===== src/rtl/hazard_pkg.sv =====
// Shared definitions for the multi-cycle hazard controller: FSM encoding,
// the hardwired-zero register specifier and default latencies.
package hazard_pkg;

  typedef logic [0:0] state_t;

  localparam state_t ST_RUN       = 1'b0;
  localparam state_t ST_LOAD_WAIT = 1'b1;

  localparam int unsigned REG_ZERO     = 0;
  localparam int unsigned DEF_LOAD_LAT = 1;
  localparam int unsigned DEF_MD_LAT   = 4;

  // Width needed to hold 0..max_val, never narrower than one bit.
  function automatic int unsigned cnt_width(input int unsigned max_val);
    return (max_val < 1) ? 1 : $clog2(max_val + 1);
  endfunction

endpackage


===== src/rtl/busy_timer.sv =====
// Loadable down-counter that stops at zero and flags a nonzero count.
// Load takes priority over the decrement.
module busy_timer
  import hazard_pkg::*;
#(
  parameter int unsigned MAX = DEF_MD_LAT,
  parameter int unsigned W   = cnt_width(MAX)
) (
  input  logic         clk,
  input  logic         rst_n,
  input  logic         i_load,
  input  logic [W-1:0] i_load_val,
  output logic [W-1:0] o_cnt,
  output logic         o_nz
);

  logic [W-1:0] r_cnt;

  always_ff @(posedge clk or negedge rst_n) begin
    if (!rst_n) begin
      r_cnt <= '0;
    end else if (i_load) begin
      r_cnt <= i_load_val;
    end else if (r_cnt != '0) begin
      r_cnt <= r_cnt - W'(1);
    end
  end

  assign o_cnt = r_cnt;
  assign o_nz  = (r_cnt != '0);

endmodule


===== src/rtl/hazard_ctrl_mc.sv =====
// Hazard controller for the 5-stage pipeline: multi-bubble load-use stall,
// mult/div HI/LO busy window, taken-branch IF/ID flush and a stall counter.
module hazard_ctrl_mc
  import hazard_pkg::*;
#(
  parameter int unsigned REG_AW   = 5,
  parameter int unsigned LOAD_LAT = DEF_LOAD_LAT,
  parameter int unsigned MD_LAT   = DEF_MD_LAT,
  parameter int unsigned CNT_W    = 16
) (
  input  logic              clk,
  input  logic              rst_n,
  input  logic              ID_EX_MemRead,
  input  logic [REG_AW-1:0] ID_EX_RegisterRt,
  input  logic [REG_AW-1:0] IF_ID_RegisterRs,
  input  logic [REG_AW-1:0] IF_ID_RegisterRt,
  input  logic              IF_ID_UsesRs,
  input  logic              IF_ID_UsesRt,
  input  logic              IF_ID_ReadsHiLo,
  input  logic              MulDiv_start,
  input  logic              Branch_taken,
  input  logic              stall_cnt_clr,
  output logic              PCWrite,
  output logic              IF_ID_Write,
  output logic              Pipe_stall,
  output logic              IF_ID_Flush,
  output logic              md_busy,
  output logic [CNT_W-1:0]  stall_cycles
);

  localparam int unsigned       LD_W     = cnt_width(LOAD_LAT);
  localparam int unsigned       MD_W     = cnt_width(MD_LAT);
  localparam logic [REG_AW-1:0] ZERO_REG = REG_AW'(REG_ZERO);
  localparam logic [CNT_W-1:0]  CNT_MAX  = '1;

  state_t            r_state;
  state_t            w_state_nxt;
  logic              w_load_hit;
  logic              w_hit_run;
  logic              w_ld_load;
  logic [LD_W-1:0]   w_ld_cnt;
  logic              w_ld_nz;
  logic [MD_W-1:0]   w_md_cnt;
  logic              w_md_nz;
  logic              w_md_stall;
  logic              w_stall_raw;
  logic              w_stall;
  logic [CNT_W-1:0]  r_stall_cycles;
  logic              w_unused;

  assign w_load_hit = ID_EX_MemRead && (ID_EX_RegisterRt != ZERO_REG) &&
                      ((IF_ID_UsesRs && (ID_EX_RegisterRt == IF_ID_RegisterRs)) ||
                       (IF_ID_UsesRt && (ID_EX_RegisterRt == IF_ID_RegisterRt)));

  assign w_hit_run = w_load_hit && (r_state == ST_RUN);

  // With a single bubble the stall cycle itself clears MemRead, so no wait state.
  assign w_ld_load = w_hit_run && (LOAD_LAT > 1);

  busy_timer #(
    .MAX (LOAD_LAT),
    .W   (LD_W)
  ) u_ld_timer (
    .clk        (clk),
    .rst_n      (rst_n),
    .i_load     (w_ld_load),
    .i_load_val (LD_W'(LOAD_LAT - 1)),
    .o_cnt      (w_ld_cnt),
    .o_nz       (w_ld_nz)
  );

  busy_timer #(
    .MAX (MD_LAT),
    .W   (MD_W)
  ) u_md_timer (
    .clk        (clk),
    .rst_n      (rst_n),
    .i_load     (MulDiv_start),
    .i_load_val (MD_W'(MD_LAT)),
    .o_cnt      (w_md_cnt),
    .o_nz       (w_md_nz)
  );

  assign w_unused = ^{w_ld_nz, w_md_cnt};

  always_comb begin
    w_state_nxt = r_state;
    case (r_state)
      ST_RUN: begin
        if (w_ld_load) w_state_nxt = ST_LOAD_WAIT;
      end
      ST_LOAD_WAIT: begin
        if (w_ld_cnt == LD_W'(1)) w_state_nxt = ST_RUN;
      end
      default: w_state_nxt = ST_RUN;
    endcase
  end

  always_ff @(posedge clk or negedge rst_n) begin
    if (!rst_n) begin
      r_state <= ST_RUN;
    end else begin
      r_state <= w_state_nxt;
    end
  end

  assign w_md_stall  = w_md_nz && IF_ID_ReadsHiLo;
  assign w_stall_raw = w_hit_run || (r_state == ST_LOAD_WAIT) || w_md_stall;

  // Gate with reset so outputs show the idle pipeline while reset is held,
  // whatever the ID/EX inputs happen to carry.
  assign w_stall = rst_n && w_stall_raw;

  assign PCWrite     = !w_stall;
  assign IF_ID_Write = !w_stall;
  assign Pipe_stall  = w_stall;
  assign IF_ID_Flush = rst_n && Branch_taken && !w_stall_raw;
  assign md_busy     = w_md_nz;

  always_ff @(posedge clk or negedge rst_n) begin
    if (!rst_n) begin
      r_stall_cycles <= '0;
    end else if (stall_cnt_clr) begin
      r_stall_cycles <= '0;
    end else if (w_stall && (r_stall_cycles != CNT_MAX)) begin
      r_stall_cycles <= r_stall_cycles + CNT_W'(1);
    end
  end

  assign stall_cycles = r_stall_cycles;

endmodule


===== config.mk =====
export PLATFORM = sky130hd
export DESIGN_NAME = hazard_ctrl_mc
export DESIGN_NICKNAME = d
export VERILOG_FILES = /design/src/rtl/hazard_pkg.sv /design/src/rtl/busy_timer.sv /design/src/rtl/hazard_ctrl_mc.sv
export SDC_FILE = /design/constraint.sdc
export NUM_CORES = 1
export LEC_CHECK = 0
export ABC_AREA = 1
export CORE_UTILIZATION = 47
export CTS_CLUSTER_DIAMETER = 120
export CTS_CLUSTER_SIZE = 12
export DETAILED_ROUTE_END_ITERATION = 7
export PLACE_DENSITY = 0.81
export RECOVER_POWER = 100
export SLEW_MARGIN = 20
export SYNTH_ARGS = -nofsm -noshare
export SYNTH_HDL_FRONTEND = slang
export SYNTH_SLANG_ARGS = --single-unit
export TNS_END_PERCENT = 1

===== constraint.sdc =====
create_clock -name clk -period 2.1 [get_ports clk]
set_input_delay 0.21 -clock clk [delete_from_list [all_inputs] [get_ports clk]]
set_output_delay 0.21 -clock clk [all_outputs]
set_load 0.1 [all_outputs]

==> results of run 1 <==
[cell type report]
cell class / instances / area share
Clock inverter: 1 / 0.00262
Multi-Input combinational cell: 169 / 0.427
Timing Repair Buffer: 48 / 0.221
Sequential cell: 19 / 0.254
Inverter: 31 / 0.0630
Clock buffer: 3 / 0.0118
Tap cell: 31 / 0.0203
[registers in the layout, indices dropped and copies added (netlist names)]
signal / cells
stall_cycles: 16
u_md_timer.o_cnt: 3
[cells in the final DEF (no fill, tap or decap), drive strengths merged]
cell type	instances
nor2	30
inv	29
nand3	22
ha	3
o21ai	3
nand2	88
a211oi	1
clkinv	2
nor3b	2
xnor2	4
o22ai	1
a21oi	2
a31oi	1
xor2	3
clkinvlp	1
nand4	3
dfrtp	19
clkbuf	21
buf	7
nor3	6
clkdlybuf4s50	22
dlygate4sd3	1
[worst max-delay path: cells and delay by family]
kind,cells,cell delay [ps]
simple gates,8,620
buf+inv,4,890
[Yosys cell counts (all sizes together)]
master / n / area share
nor3b: 2 / 0.010
dfrtp: 19 / 0.33
nand4: 3 / 0.017
a21oi: 2 / 0.0069
clkbuf: 2 / 0.0052
o22ai: 1 / 0.0043
nand3: 22 / 0.085
o21ai: 3 / 0.010
nand2: 88 / 0.24
a31oi: 1 / 0.0043
clkinv: 1 / 0.0026
xor2: 3 / 0.018
ha: 3 / 0.026
inv: 30 / 0.078
buf: 4 / 0.026
nor3: 6 / 0.024
xnor2: 4 / 0.024
a211oi: 1 / 0.0052
nor2: 30 / 0.085
[power breakdown]
part	switching [mW]	internal [mW]	total, mW
logic	0.391	0.170	0.561
registers	0.0287	0.404	0.432
clock network	0.120	0.0710	0.191
total	0.540	0.644	1.18
[cells by family (layout without fill, tap and decap cells)]
family                   Yosys count  after routing  synth area share
adder cells (fa/ha/maj)            3              3            0.0260
AND/OR/NAND/NOR                  151            151             0.460
AO/OA/AOI/OAI                      8              8            0.0311
XOR/XNOR                           7              7            0.0424
flip-flops                        19             19             0.329
buffers and inverters             37             83             0.112
[per-stage QoR]
stage	utilization	power, mW	setup slack (ps)
final	0.674	1.18	170
after global routing	0.674	1.25	31.7
after CTS	0.698	1.22	110
after detailed placement	0.688	1.03	113
after global placement	0.688	1.03	110
after floorplan	-	0.852	-168
[repair_timing]
item / CTS / global route
resized for setup: 0 / 1
setup endpoints to repair: 0 / 1
hold buffers: 0 / 0
[final timing paths]
check	slack [ps]	start	cells past startpoint	to
worst max-delay path	170	ID_EX_RegisterRt[4]	12	Pipe_stall
worst min-delay path	490	MulDiv_start	3	u_md_timer.o_cnt[2]
worst max register to register	220	stall_cycles[0]	10	stall_cycles[2]
worst min register to register	510	u_md_timer.o_cnt[0]	1	u_md_timer.o_cnt[0]
max in group asynchronous	590	rst_n	2	stall_cycles[1]
min in group asynchronous	810	rst_n	2	stall_cycles[13]
[layer usage]
metal,track usage,routed length (um),vias up
li1,-,-,782
met1,0.321,1630,649
met2,0.316,1430,42
met3,0.0454,264,2
met4,0.0697,17,0
met5,0,0,-
==> results by group, run 1 <==
Outcome
  • Outcome: complete, but fails checks
  • Failing checks: DRC

Floorplanning
  • DIE HEIGHT: 57.5 um
  • Initial Util: 0.511
  • Die area: 0.00330 mm^2
  • Core area: 0.00283 mm^2
  • Die Wd: 57.5 um
  • IO Count: 45
  • Std cell rows: 19

Final layout
  • FILL cells: 267
  • Area Overhead vs Synth: 31.9%
  • Final cell count without fillers: 302
  • Ant. Diodes: 0
  • FF/Latch Area: 485 um^2
  • Final net count: around 300
  • Multi-input logic area: 815 um^2
  • Final instance area: 0.00191 mm^2
  • Share of cells above drive strength 1: 0.166

STA
  • Setup-failing EPs final: 0
  • Fin crit share: 0.919
  • Worst hold slack: roughly 500 ps
  • Worst-Margin Slew: 1160 ps
  • Max Slew Vio Count: 0
  • Tmin final: around 1900 ps
  • RSZ-0062 raised after global routing: false
  • Peak Freq: 518 MHz
  • Max Clock Skew: 2.06 ps
  • Number of hold violations in the final report: 0
  • Rel. slew slack: 0.231
  • Setup TNS: 0 ps

Worst setup path
  • Crit start category: input port
  • CP max FO: 4
  • Required @ worst endpoint: 1890 ps
  • Worst setup EP type: output port
  • CP max stage cell: clkdlybuf4s50_1
  • Cell chain of the critical path: clkdlybuf4s50_1, inv_1, nand2_1, nand2_1, nor2_1, nand3_1, nand2_1, nand2_1, nand2_2, nand2_4, clkinvlp_4, buf_6
  • Worst path most repeated cell: nand2_1
  • Worst EP arrival: 1720 ps
  • Largest stage delay, worst path: around 530 ps
  • Setup CP Type: input port to output port

Clock tree
  • Clock Tree Buf Depth: 2
  • CTS Root Cell: clkbuf_4
  • Clock latency at the later pin of the worst-skew pair: 300 ps
  • CTS tree: yes
  • Clock transition at the registers of the reported paths: between 100 and 150 ps
  • Clock Sinks: 19
  • Post-CTS Setup Bufs: 0
  • CTS Buf Count: 3
  • H-Tree Depth: 1

Synthesis
  • Synth Area per Inst: 6.43 um^2
  • Post-synthesis sequential area ratio: 0.329
  • Synth Register Bits: 19
  • Synthesized net count: 252
  • Mapped cell area: 0.00145 mm^2
  • Synth unique cells: 27
  • Cells after synthesis: 225
  • YS warnings: 0

Placed design
  • Hpwl dp: approximately 2500 um
  • Placed Cells: 298
  • GP Congestion: between 0.8 and 0.9
  • Area post-placement: roughly 0.002 mm^2
  • IO buf count: 44

Global routing
  • Vias in the first global route: between 1000 and 1500
  • Largest net degree at the start of global routing: 20
  • Initial antenna violation count: 0
  • First-pass GRT wire length: around 5700 um
  • GRT overflow: 0
  • Global Route Usage Sum: 0.217

Detailed routing
  • Avg WL per Cell: 11.1 um
  • Total Wirelength: 3340 um
  • Detailed-route vias per instance: around 4.9
  • Router iterations before antenna repair: 6
  • DRC viols: 5
  • Post-DRT Antenna Nets: 0
  • DRT iter0 DRCs: 108
  • Vias: 1475

Run
  • Max-Cap Viols: 0

Pwr
  • Power Density: 621 mW/mm^2
  • Peak supply drop: approximately 0.43 mV
  • Leak Pwr: 0.991 nW

Min path
  • Worst Hold Class: input port to register
Note: power is estimated with default switching activity, not from simulation.
==> inputs of run 2 (changes only) <==
--- a/config.mk
+++ b/config.mk
@@ -5,12 +5,12 @@
 export SDC_FILE = /design/constraint.sdc
 export NUM_CORES = 1
 export LEC_CHECK = 0
-export ABC_AREA = 1
-export CORE_UTILIZATION = 47
+export CORE_ASPECT_RATIO = 0.75
+export CORE_UTILIZATION = 44
 export CTS_CLUSTER_DIAMETER = 120
 export CTS_CLUSTER_SIZE = 12
 export DETAILED_ROUTE_END_ITERATION = 7
-export PLACE_DENSITY = 0.81
+export PLACE_DENSITY = 0.88
 export RECOVER_POWER = 100
 export SLEW_MARGIN = 20
 export SYNTH_ARGS = -nofsm -noshare
==> run 2 against run 1 <==
Against the previous run: area after synthesis shrank 13%; the flow now finishes without violations; sequential share of layout area shrank 0.60 points; critical path depth shrank 4; critical endpoint is now stall_cycles[13]; synthesized cell count shrank 40%; clock-buffer cell count grew 1; final area grew 5.3%; register-to-register slack lost 220 ps; first-iteration DRC count shrank 59%; cell count shrank 20%; core utilization grew 8.0 points.
==> results by group, run 2 <==
Outcome
  • Outcome: completed

STA
  • Max Clock Skew: 4.75 ps (+2.69 ps)
  • Fin crit share: 0.998 (+0.0791)
  • Worst setup margin: 4.03 ps (-166 ps)
  • RSZ-0062 raised after global routing: true
  • Setup-failing EPs final: 0 (unchanged)
  • Max Slew Vio Count: 0 (unchanged)
  • Rel. slew slack: 0.212 (-0.0185)
  • Tmin final: 2100 ps (+166 ps)
  • Worst-Margin Slew: 1190 ps (+27.9 ps)
  • Number of hold violations in the final report: 0 (unchanged)
  • Peak Freq: 477 MHz (-7.9%)

Global routing
  • Largest net degree at the start of global routing: 14 (-30%)
  • First-pass GRT wire length: 5630 um (-0.72%)
  • Vias in the first global route: 1232 (-6.0%)
  • Global Route Usage Sum: 0.241 (+0.0241)
  • GRT overflow: 0 (unchanged)
  • Initial antenna violation count: 0 (unchanged)

Floorplanning
  • Core area: 0.00266 mm^2 (-5.9%)
  • Std cell rows: 16 (-3)
  • Die Wd: 63.6 um (+11%)
  • Die area: 0.00306 mm^2 (-7.3%)
  • DIE HEIGHT: 48.2 um (-16%)
  • IO Count: 45 (unchanged)
  • Initial Util: 0.470 (-0.0414)

Worst setup path
  • Required @ worst endpoint: 2280 ps (+390 ps)
  • Critical path endpoint: stall_cycles[13]
  • Setup CP Type: register to register
  • R2R depth: 8 (-2)
  • R2r setup slk: 4 ps (-220 ps)
  • Crit start category: register
  • Worst EP arrival: 2280 ps (+560 ps)
  • Worst R2R End: stall_cycles[13]
  • Critical register-to-register path startpoint: stall_cycles[0]
  • Worst setup EP type: register
  • Critical path startpoint: stall_cycles[0]
  • CP max FO: 6 (+2)

Synthesis
  • Yosys top cell area share: 0.380 (+0.0513)
  • Synth Register Bits: 19 (unchanged)
  • YS warnings: 0 (unchanged)
  • Post-synthesis sequential area ratio: 0.380 (+0.0513)
  • Synth unique cells: 36 (+33%)
  • Synth area leaders: dfrtp_1 (38%), xnor2_1 (7.7%), nand2_1 (4.5%)
  • Main synth FF type: dfrtp_1
  • Synth Area per Inst: 9.20 um^2 (+43%)
  • Cell with the most instances after synthesis: dfrtp_1
  • Number of synthesized flops with an enable pin: 0 (unchanged)
  • Post-synth top area cell: dfrtp_1
  • Cells after synthesis: 136 (-40%)
  • Post-synth top cells: dfrtp_1 (19), nand2_1 (15), xnor2_1 (11), a21oi_1 (9), nor2_1 (8)
  • Synthesized net count: 163 (-35%)
  • Mapped cell area: 0.00125 mm^2 (-13%)
  • Asr flop ratio synth: 1.00 (unchanged)

Detailed routing
  • Avg WL per Cell: 16.4 um (+48%)
  • Detailed-route vias per instance: 5.58 (+14%)
  • DRT iter0 DRCs: 44 (-59%)
  • Total Wirelength: 3940 um (+18%)
  • Vias: 1345 (-8.8%)
  • Router iterations before antenna repair: 4 (-2)
  • Post-DRT Antenna Nets: 0 (unchanged)
  • DRC viols: 0 (-5)

Clock tree
  • Clock Tree Buf Depth: 2 (unchanged)
  • CTS Buf Count: 3 (unchanged)
  • CTS Root Cell: clkbuf_8
  • Clock latency at the later pin of the worst-skew pair: 260 ps (-40 ps)
  • CTS tree: yes
  • H-Tree Depth: 1 (unchanged)
  • Clock transition at the registers of the reported paths: 70 ps (-40 ps)
  • Clock Sinks: 19 (unchanged)
  • CTS Hold Bufs: 0 (unchanged)

Placed design
  • GP Congestion: 0.810 (-5.1%)
  • Area post-placement: 0.00192 mm^2 (-1.6%)
  • Placed Cells: 231 (-22%)
  • IO buf count: 44 (unchanged)
  • Pre-CTS WS: -293 ps (-406 ps)
  • Hpwl dp: 2820 um (+13%)

Pwr
  • Leak Pwr: 0.807 nW (-19%)
  • Power Density: 672 mW/mm^2 (+8.2%)
  • Peak supply drop: 0.672 mV (+55%)

Final layout
  • Most frequent cells in the layout: buf_4 (23), clkdlybuf4s50_1 (18), nand2_1 (15), clkbuf_1 (15), dfrtp_2 (13)
  • Share of cells above drive strength 1: 0.351 (+0.185)
  • Number of flip-flops in the largest register: 16 (unchanged)
  • Most common cell after layout, fill and taps aside: buf_4
  • Area Overhead vs Synth: 60.6%
  • Ant. Diodes: 0 (unchanged)
  • Final cell count without fillers: 241 (-20%)
  • Final instance area: 0.00201 mm^2 (+5.3%)
  • Core Util, Final: 0.755 (+0.0802)
  • FILL cells: 182 (-32%)
  • Final net count: 233 (-22%)

Run
  • Max-Cap Viols: 0 (unchanged)

Min path
  • Worst Hold Class: register to register
  • Hold Crit Depth: 1 (-2)
## run 2: cell types whose count changed after synthesis, sizes merged, moves of 6 or more
cell	previous run	this run
or4	0	6
inv	30	6
xnor2	4	11
a21oi	2	9
nand3	22	6
nand2	88	16
nor2	30	8
nor3	6	0
## run 2: cell type report
| class | count | area [um^2] | area share |
|---|---|---|---|
| clock buffers | 4 | 45.0 | 0.0224 |
| flip-flops and latches | 19 | 499 | 0.248 |
| well taps | 36 | 45.0 | 0.0224 |
| multi-input cells | 106 | 792 | 0.394 |
| inverters | 6 | 26.3 | 0.0131 |
| repair buffers | 70 | 602 | 0.300 |
## run 2: layer usage
| metal | up-vias | part of all wire | track usage |
|---|---|---|---|
| met5 | - | 0 | 0 |
| met4 | 0 | 0.0096 | 0.0500 |
| li1 | 633 | - | - |
| met3 | 6 | 0.043 | 0.0491 |
| met2 | 55 | 0.52 | 0.479 |
| met1 | 651 | 0.43 | 0.282 |
## run 2: kinds of logic (layout without fill, tap and decap cells)
| kind of cell | after synthesis | in the layout | synth area share |
|---|---|---|---|
| xor+xnor | 15 | 15 | 0.105 |
| simple gates | 59 | 59 | 0.259 |
| fa+ha+maj | 3 | 3 | 0.0300 |
| flops | 19 | 19 | 0.380 |
| compound gates | 28 | 28 | 0.162 |
| mux | 1 | 1 | 0.00800 |
| buf+inv | 11 | 80 | 0.0560 |
## run 2: worst min path at each step
stage | from | end | slack [ps]
floorplan | rst_n | stall_cycles[10] | -90
global placement | u_md_timer.o_cnt[2] | u_md_timer.o_cnt[2] | 460
detailed placement | u_md_timer.o_cnt[2] | u_md_timer.o_cnt[2] | 480
CTS | rst_n | stall_cycles[6] | 380
global route | u_md_timer.o_cnt[2] | u_md_timer.o_cnt[2] | 520
finish | u_md_timer.o_cnt[2] | u_md_timer.o_cnt[2] | 520
## run 2: stage by stage
step | power (mW) | hold slack, ps | TNS (ps)
detailed placement | 1.01 | 484 | -4240
CTS | 1.28 | 377 | -59.9
global placement | 0.985 | 462 | -3230
floorplan | 0.822 | -85.6 | -972
global route | 1.41 | 524 | -131
finish | 1.35 | 519 | 0
## run 2: worst max-delay path: stages (launching register included)
cell and delay (ps):
dfrtp_4 500, ha_4 170, and3_4 180, nand4_1 110
o221a_4 220, nand2_4 90, buf_6 150, or4_1 470
a21oi_1 130
## run 2: repair_timing
item,4_1_cts,5_1_grt
gates resized for setup,10,14
pin swaps,6,17
buffers inserted,4,2
endpoints found under the setup margin,10,11
cloned,0,0
## run 2: where the power goes
part | leakage [nW] | internal [mW] | switching, mW
Clock | 0.0228 | 0.135 | 0.123
Sequential | 0.233 | 0.397 | 0.0239
Combinational | 0.551 | 0.296 | 0.374
==> inputs of run 3 (changes only) <==
--- a/config.mk
+++ b/config.mk
@@ -5,6 +5,7 @@
 export SDC_FILE = /design/constraint.sdc
 export NUM_CORES = 1
 export LEC_CHECK = 0
+export ABC_CLOCK_PERIOD_IN_PS = 2100
 export CORE_ASPECT_RATIO = 0.75
 export CORE_UTILIZATION = 44
 export CTS_CLUSTER_DIAMETER = 120
==> results of run 3 <==
No change in the layout: final DEF, timing and power equal those of run 2.
